===== config.mk =====
export PLATFORM = sky130hd
export DESIGN_NAME = nn_layer_sequencer
export DESIGN_NICKNAME = d
export VERILOG_FILES = /design/src/rtl/nn_pkg.sv /design/src/rtl/nn_valid_pipe.sv /design/src/rtl/nn_layer_sequencer.sv
export SDC_FILE = /design/constraint.sdc
export NUM_CORES = 1
export LEC_CHECK = 0
export BUFFER_PORTS_ARGS = -buffer_cell sky130_fd_sc_hd__clkbuf_2
export CAP_MARGIN = 30
export CORE_MARGIN = 2
export CORE_UTILIZATION = 45
export DETAILED_ROUTE_END_ITERATION = 8
export GPL_ROUTABILITY_DRIVEN = 1
export PLACE_DENSITY = 0.65
export SKIP_LAST_GASP = 1
export SLEW_MARGIN = 25
export SYNTH_ARGS = -nofsm -noshare
export SYNTH_HDL_FRONTEND = slang
export SYNTH_SLANG_ARGS = --single-unit

===== constraint.sdc =====
create_clock -name Clk -period 2.6 [get_ports Clk]
set_input_delay 0.13 -clock Clk [delete_from_list [all_inputs] [get_ports Clk]]
set_output_delay 0.13 -clock Clk [all_outputs]
set_load 0.01 [all_outputs]

===== src/rtl/nn_pkg.sv =====
// Shared types and constants for the MNIST inference datapath blocks.
package nn_pkg;

  typedef enum logic [2:0] {
    StIdle,
    StClear,
    StIssue,
    StDrain,
    StWb,
    StDone
  } nn_state_e;

  localparam logic [2:0] LAYER_1 = 3'b001;
  localparam logic [2:0] LAYER_2 = 3'b010;
  localparam logic [2:0] LAYER_3 = 3'b100;

  localparam int unsigned N_IN_DEF = 784;
  localparam int unsigned N_H1_DEF = 20;
  localparam int unsigned N_H2_DEF = 20;

endpackage


===== src/rtl/nn_valid_pipe.sv =====
// Fixed-latency valid/layer-tag delay line; emits the one-hot accumulate enable.
module nn_valid_pipe #(
  parameter int unsigned PIPE_LAT = 2
) (
  input  logic       clk,
  input  logic       rst_n,
  input  logic       valid,
  input  logic [2:0] tag,
  output logic [2:0] acc_en
);

  logic [PIPE_LAT-1:0]      vld_q;
  logic [PIPE_LAT-1:0][2:0] tag_q;

  // Never stalls: bubbles travel down the line like any other entry.
  always_ff @(posedge clk or negedge rst_n) begin
    if (!rst_n) begin
      vld_q <= '0;
      tag_q <= '0;
    end else begin
      vld_q[0] <= valid;
      tag_q[0] <= valid ? tag : 3'b000;
      for (int i = 1; i < PIPE_LAT; i++) begin
        vld_q[i] <= vld_q[i-1];
        tag_q[i] <= tag_q[i-1];
      end
    end
  end

  assign acc_en = tag_q[PIPE_LAT-1] & {3{vld_q[PIPE_LAT-1]}};

endmodule


===== src/rtl/nn_layer_sequencer.sv =====
// Layer-by-layer issue sequencer for the 784-20-20-10 network.
// Optional cycle counter output enabled by defining NN_CYCLE_COUNT_EN.
module nn_layer_sequencer
  import nn_pkg::*;
#(
  parameter int unsigned N_IN     = N_IN_DEF,
  parameter int unsigned N_H1     = N_H1_DEF,
  parameter int unsigned N_H2     = N_H2_DEF,
  parameter int unsigned PIPE_LAT = 2,
  parameter int unsigned ADDR_W   = 10
) (
  input  logic              Clk,
  input  logic              Reset_n,
  input  logic              Compute,
  input  logic              Hold,
  output logic              Busy,
  output logic              Done,
  output logic [2:0]        Layer,
  output logic [ADDR_W-1:0] Rd_addr,
  output logic              Bias_sel,
  output logic              Acc_clr,
  output logic [2:0]        Acc_en,
`ifdef NN_CYCLE_COUNT_EN
  output logic [15:0]       Cycles,
`endif
  output logic              Wb
);

  localparam int unsigned DRAIN_W = (PIPE_LAT > 1) ? $clog2(PIPE_LAT) : 1;

  nn_state_e         state_q;
  logic [2:0]        layer_q;
  logic [ADDR_W-1:0] idx_q;
  logic [DRAIN_W-1:0] drain_q;
  logic              acc_clr_q, wb_q, busy_q, done_q;
  logic [ADDR_W-1:0] fan_in;
  logic              is_last, issue_valid;

  always_comb begin
    fan_in = ADDR_W'(N_H2);
    if (layer_q[0]) fan_in = ADDR_W'(N_IN);
    else if (layer_q[1]) fan_in = ADDR_W'(N_H1);
  end

  assign is_last     = (idx_q == fan_in);
  assign issue_valid = (state_q == StIssue) && !Hold;

  always_ff @(posedge Clk or negedge Reset_n) begin
    if (!Reset_n) begin
      state_q   <= StIdle;
      layer_q   <= '0;
      idx_q     <= '0;
      drain_q   <= '0;
      acc_clr_q <= 1'b0;
      wb_q      <= 1'b0;
      busy_q    <= 1'b0;
      done_q    <= 1'b0;
    end else begin
      acc_clr_q <= 1'b0;
      wb_q      <= 1'b0;
      unique case (state_q)
        StIdle: begin
          if (Compute) begin
            state_q   <= StClear;
            layer_q   <= LAYER_1;
            idx_q     <= '0;
            acc_clr_q <= 1'b1;
            busy_q    <= 1'b1;
          end
        end
        StClear: begin
          state_q <= StIssue;
          idx_q   <= '0;
        end
        StIssue: begin
          if (!Hold) begin
            if (is_last) begin
              state_q <= StDrain;
              drain_q <= '0;
            end else begin
              idx_q <= idx_q + ADDR_W'(1);
            end
          end
        end
        StDrain: begin
          // Last accumulate lands in the final drain cycle.
          if (drain_q == DRAIN_W'(PIPE_LAT - 1)) begin
            state_q <= StWb;
            wb_q    <= 1'b1;
          end else begin
            drain_q <= drain_q + DRAIN_W'(1);
          end
        end
        StWb: begin
          idx_q <= '0;
          if (layer_q == LAYER_3) begin
            state_q <= StDone;
            layer_q <= '0;
            busy_q  <= 1'b0;
            done_q  <= 1'b1;
          end else begin
            state_q   <= StClear;
            layer_q   <= {layer_q[1:0], 1'b0};
            acc_clr_q <= 1'b1;
          end
        end
        StDone: begin
          if (!Compute) begin
            state_q <= StIdle;
            done_q  <= 1'b0;
          end
        end
        default: state_q <= StIdle;
      endcase
    end
  end

  nn_valid_pipe #(
    .PIPE_LAT(PIPE_LAT)
  ) u_valid_pipe (
    .clk   (Clk),
    .rst_n (Reset_n),
    .valid (issue_valid),
    .tag   (layer_q),
    .acc_en(Acc_en)
  );

`ifdef NN_CYCLE_COUNT_EN
  logic [15:0] cycles_q;

  always_ff @(posedge Clk or negedge Reset_n) begin
    if (!Reset_n) begin
      cycles_q <= '0;
    end else if ((state_q == StIdle) && Compute) begin
      cycles_q <= '0;
    end else if (busy_q && (cycles_q != 16'hFFFF)) begin
      cycles_q <= cycles_q + 16'd1;
    end
  end

  assign Cycles = cycles_q;
`endif

  assign Busy     = busy_q;
  assign Done     = done_q;
  assign Layer    = layer_q;
  assign Rd_addr  = idx_q;
  assign Bias_sel = (state_q == StIssue) && is_last;
  assign Acc_clr  = acc_clr_q;
  assign Wb       = wb_q;

endmodule


==> results.py <==
metrics = {
    "run_status": {
        "status": "finished, final reports clean",
    },
    "clocking": {
        "cts_root_buffer": "clkbuf_4",
        "post_cts_buffers": 0,
        "cts.path.max_buffers": 2,
        "clock_sinks": 29,
        "clock_latency_ps": 330,
        "cts_tree": "yes",
        "numCtsBuffers": 5,
        "htreeDepth": 2,
        "clk_pin_slew_worst_paths_ps": 100,
    },
    "timing": {
        "rsz0062_at_grt": "no",
        "tightest_slew_ps": 830,
        "skew_ps": 14.7,
        "max_slew_margin": 0.443,
        "hold_viol": 0,
        "fmax_mhz": 513,
        "min_period_over_period": 0.750,
        "fin_crit_ps": 1950,
        "setup_slack_ps": 650,
        "holdWs_ps": 72.3,
        "fin_tns_setup_ps": 0,
        "setup_viol": 0,
        "report.final.slew_viol_count": 0,
    },
    "finish": {
        "multiInputGateArea_um2": 589,
        "finalInstanceArea_um2": 1610,
        "seq_area_um2": 726,
        "final_util": 0.542,
        "synthToLayoutAreaGrowth_pct": 17.7,
        "layout.cells.non_filler": 199,
        "nFillCells": 281,
        "fin_nets": 171,
        "final_layout_size_suffix_gt1_frac": 0.211,
        "num_antenna_cells": 0,
    },
    "hold_path": {
        "min-delay-start": "Hold",
        "min_path_type": "in -> reg",
    },
    "synth": {
        "synth_top_area_frac": 0.530,
        "avgSynthCellArea_um2": 9.93,
        "synth_most_common_cell": "dfrtp_1",
        "synth_seq_area_share": 0.530,
        "syn_nets": 144,
        "ys_warn_count": 0,
        "synth_edf_count": 0,
        "yosys-top-cells-count": "29 x dfrtp_1, 14 x a31oi_1, 12 x nand2_1, 10 x o21ai_0, 7 x nor2_1",
        "synth.area.top_cells": "dfrtp_1 53%, a31oi_1 6.4%, o21ai_0 3.7%",
        "netlist_instances": 138,
        "ys_ff_latch": 29,
        "netlist_area_um2": 1370,
        "yosysTopAreaCell": "dfrtp_1",
        "synthArstFlopShare": 1.00,
        "synthDistinctLibCells": 33,
        "synth-main-ff-cell": "dfrtp_1",
    },
    "route": {
        "via_count": 1158,
        "drt_pass1_iterations": 4,
        "wirelength_um": 2810,
        "drtIter0Drc": 50,
        "wl_per_cell_um": 14.1,
        "ant_nets": 0,
        "via_per_inst": 5.82,
        "drc_errors": 0,
    },
    "worst_setup_path": {
        "end_kind": "output pin",
        "cp-start-kind": "flop",
        "required_ps": 2470,
        "worst-path-buf-inv": 2,
        "crit_slowest_cell": "dfrtp_1",
        "critPathMaxStageDelay_ps": 480,
        "crit_path_cell_trace": "nor4b_1, o2111ai_1, buf_4, nor2_1, clkbuf_2",
        "arrival_ps": 1820,
        "r2r-start": "state_q[2]",
        "path_delay_family": "flip-flops",
        "critical_path.max_fanout": 12,
        "r2r_slack_ps": 670,
        "critPathKind": "reg -> out",
        "worstSetupStartpoint": "Rd_addr[6]",
    },
    "placement": {
        "placed_cells": 190,
        "dp_hpwl_um": 1880,
        "gp_congestion": 0.801,
        "place_ws_ps": 783,
        "port_buffers": 24,
        "place_area_um2": 1510,
    },
    "power": {
        "ir_worst_vdd_mv": 0.479,
        "p_per_area_nw_per_um2": 920,
        "total_power_mw": 1.48,
        "leakagePower_nw": 0.744,
    },
    "floorplanning": {
        "fp-row-count": 20,
        "start_util": 0.460,
        "dieArea_um2": 3500,
        "num_io_pins": 25,
        "dieWidth_um": 59.2,
        "coreArea_um2": 2980,
        "die_h_um": 59.2,
    },
    "grt": {
        "grt_overflow": 0,
        "antenna_found_initial": 0,
        "grt_pass1_vias": 1052,
        "grt_pass1_wl_um": 4640,
        "grt_usage": 0.179,
        "grt_max_degree": 30,
    },
    "job": {
        "drv_cap": 0,
    },
}
[sequential cells by signal (all words and copies together), names as in the netlist]
register / count
drain_q: 1
Done: 1
Layer: 3
state_q: 3
Busy: 1
Wb: 1
Acc_clr: 1
Rd_addr: 10
u_valid_pipe.tag_q: 6
u_valid_pipe.vld_q: 2
[path summary, 6_finish.rpt]
kind,to,depth (start not counted)
worst max register to register,Rd_addr[6],3
max in group asynchronous,Rd_addr[0],2
min in group asynchronous,Acc_clr,2
worst min register to register,u_valid_pipe.vld_q[1],0
worst min-delay path,drain_q,3
worst max-delay path,Bias_sel,5
[cells by family (layout without fill, tap and decap cells)]
family                   count (synthesis)  in the layout  synth area share
adder cells (fa/ha/maj)                  2              2            0.0183
AO/OA/AOI/OAI                           40             40             0.192
AND/OR/NAND/NOR                         52             52             0.205
multiplexers                             2              2            0.0146
flip-flops                              29             29             0.530
buffers and inverters                   13             41            0.0402
[per-layer routing]
metal,wire [um],GRT usage,up-vias
li1,-,-,566
met1,1300,0.231,543
met2,1300,0.268,42
met3,150,0.0415,7
met4,59,0.120,0
met5,0,0,-
[where the power goes]
group | leakage, nW | switching (mW) | internal [mW]
Clock | 0.0445 | 0.164 | 0.228
Sequential | 0.375 | 0.117 | 0.536
Combinational | 0.324 | 0.263 | 0.176
Total | 0.744 | 0.544 | 0.941
[repair_timing]
action,CTS,global route
setup endpoints to repair,0,0
hold endpoints to repair,29,0
gates resized for setup,0,0
hold buffers,1,0
[final cells by class]
cell class,instances,share of cell area
clock buffers,6,0.0318
clock inverters,2,0.0233
inverters,6,0.0140
multi-input cells,96,0.365
flip-flops and latches,29,0.450
well taps,33,0.0256
repair buffers,27,0.0900
[tightest hold or removal path: stages]
cell	delay (ps)
clkbuf_2	110
o31ai_1	70
nand2_1	50
[layout by cell type (no fill, tap or decap), types with 4 or more instances in the layout]
| cell type | instances |
|---|---|
| a21oi_1 | 5 |
| inv_1 | 6 |
| nand2b_1 | 4 |
| a31oi_1 | 14 |
| nor2_1 | 7 |
| nand2_1 | 12 |
| o21ai_0 | 10 |
| nor3_1 | 5 |
| and2_1 | 6 |
| dfrtp_1 | 29 |
| clkbuf_2 | 24 |
| clkbuf_4 | 5 |
(Power assumes the default switching activity.)
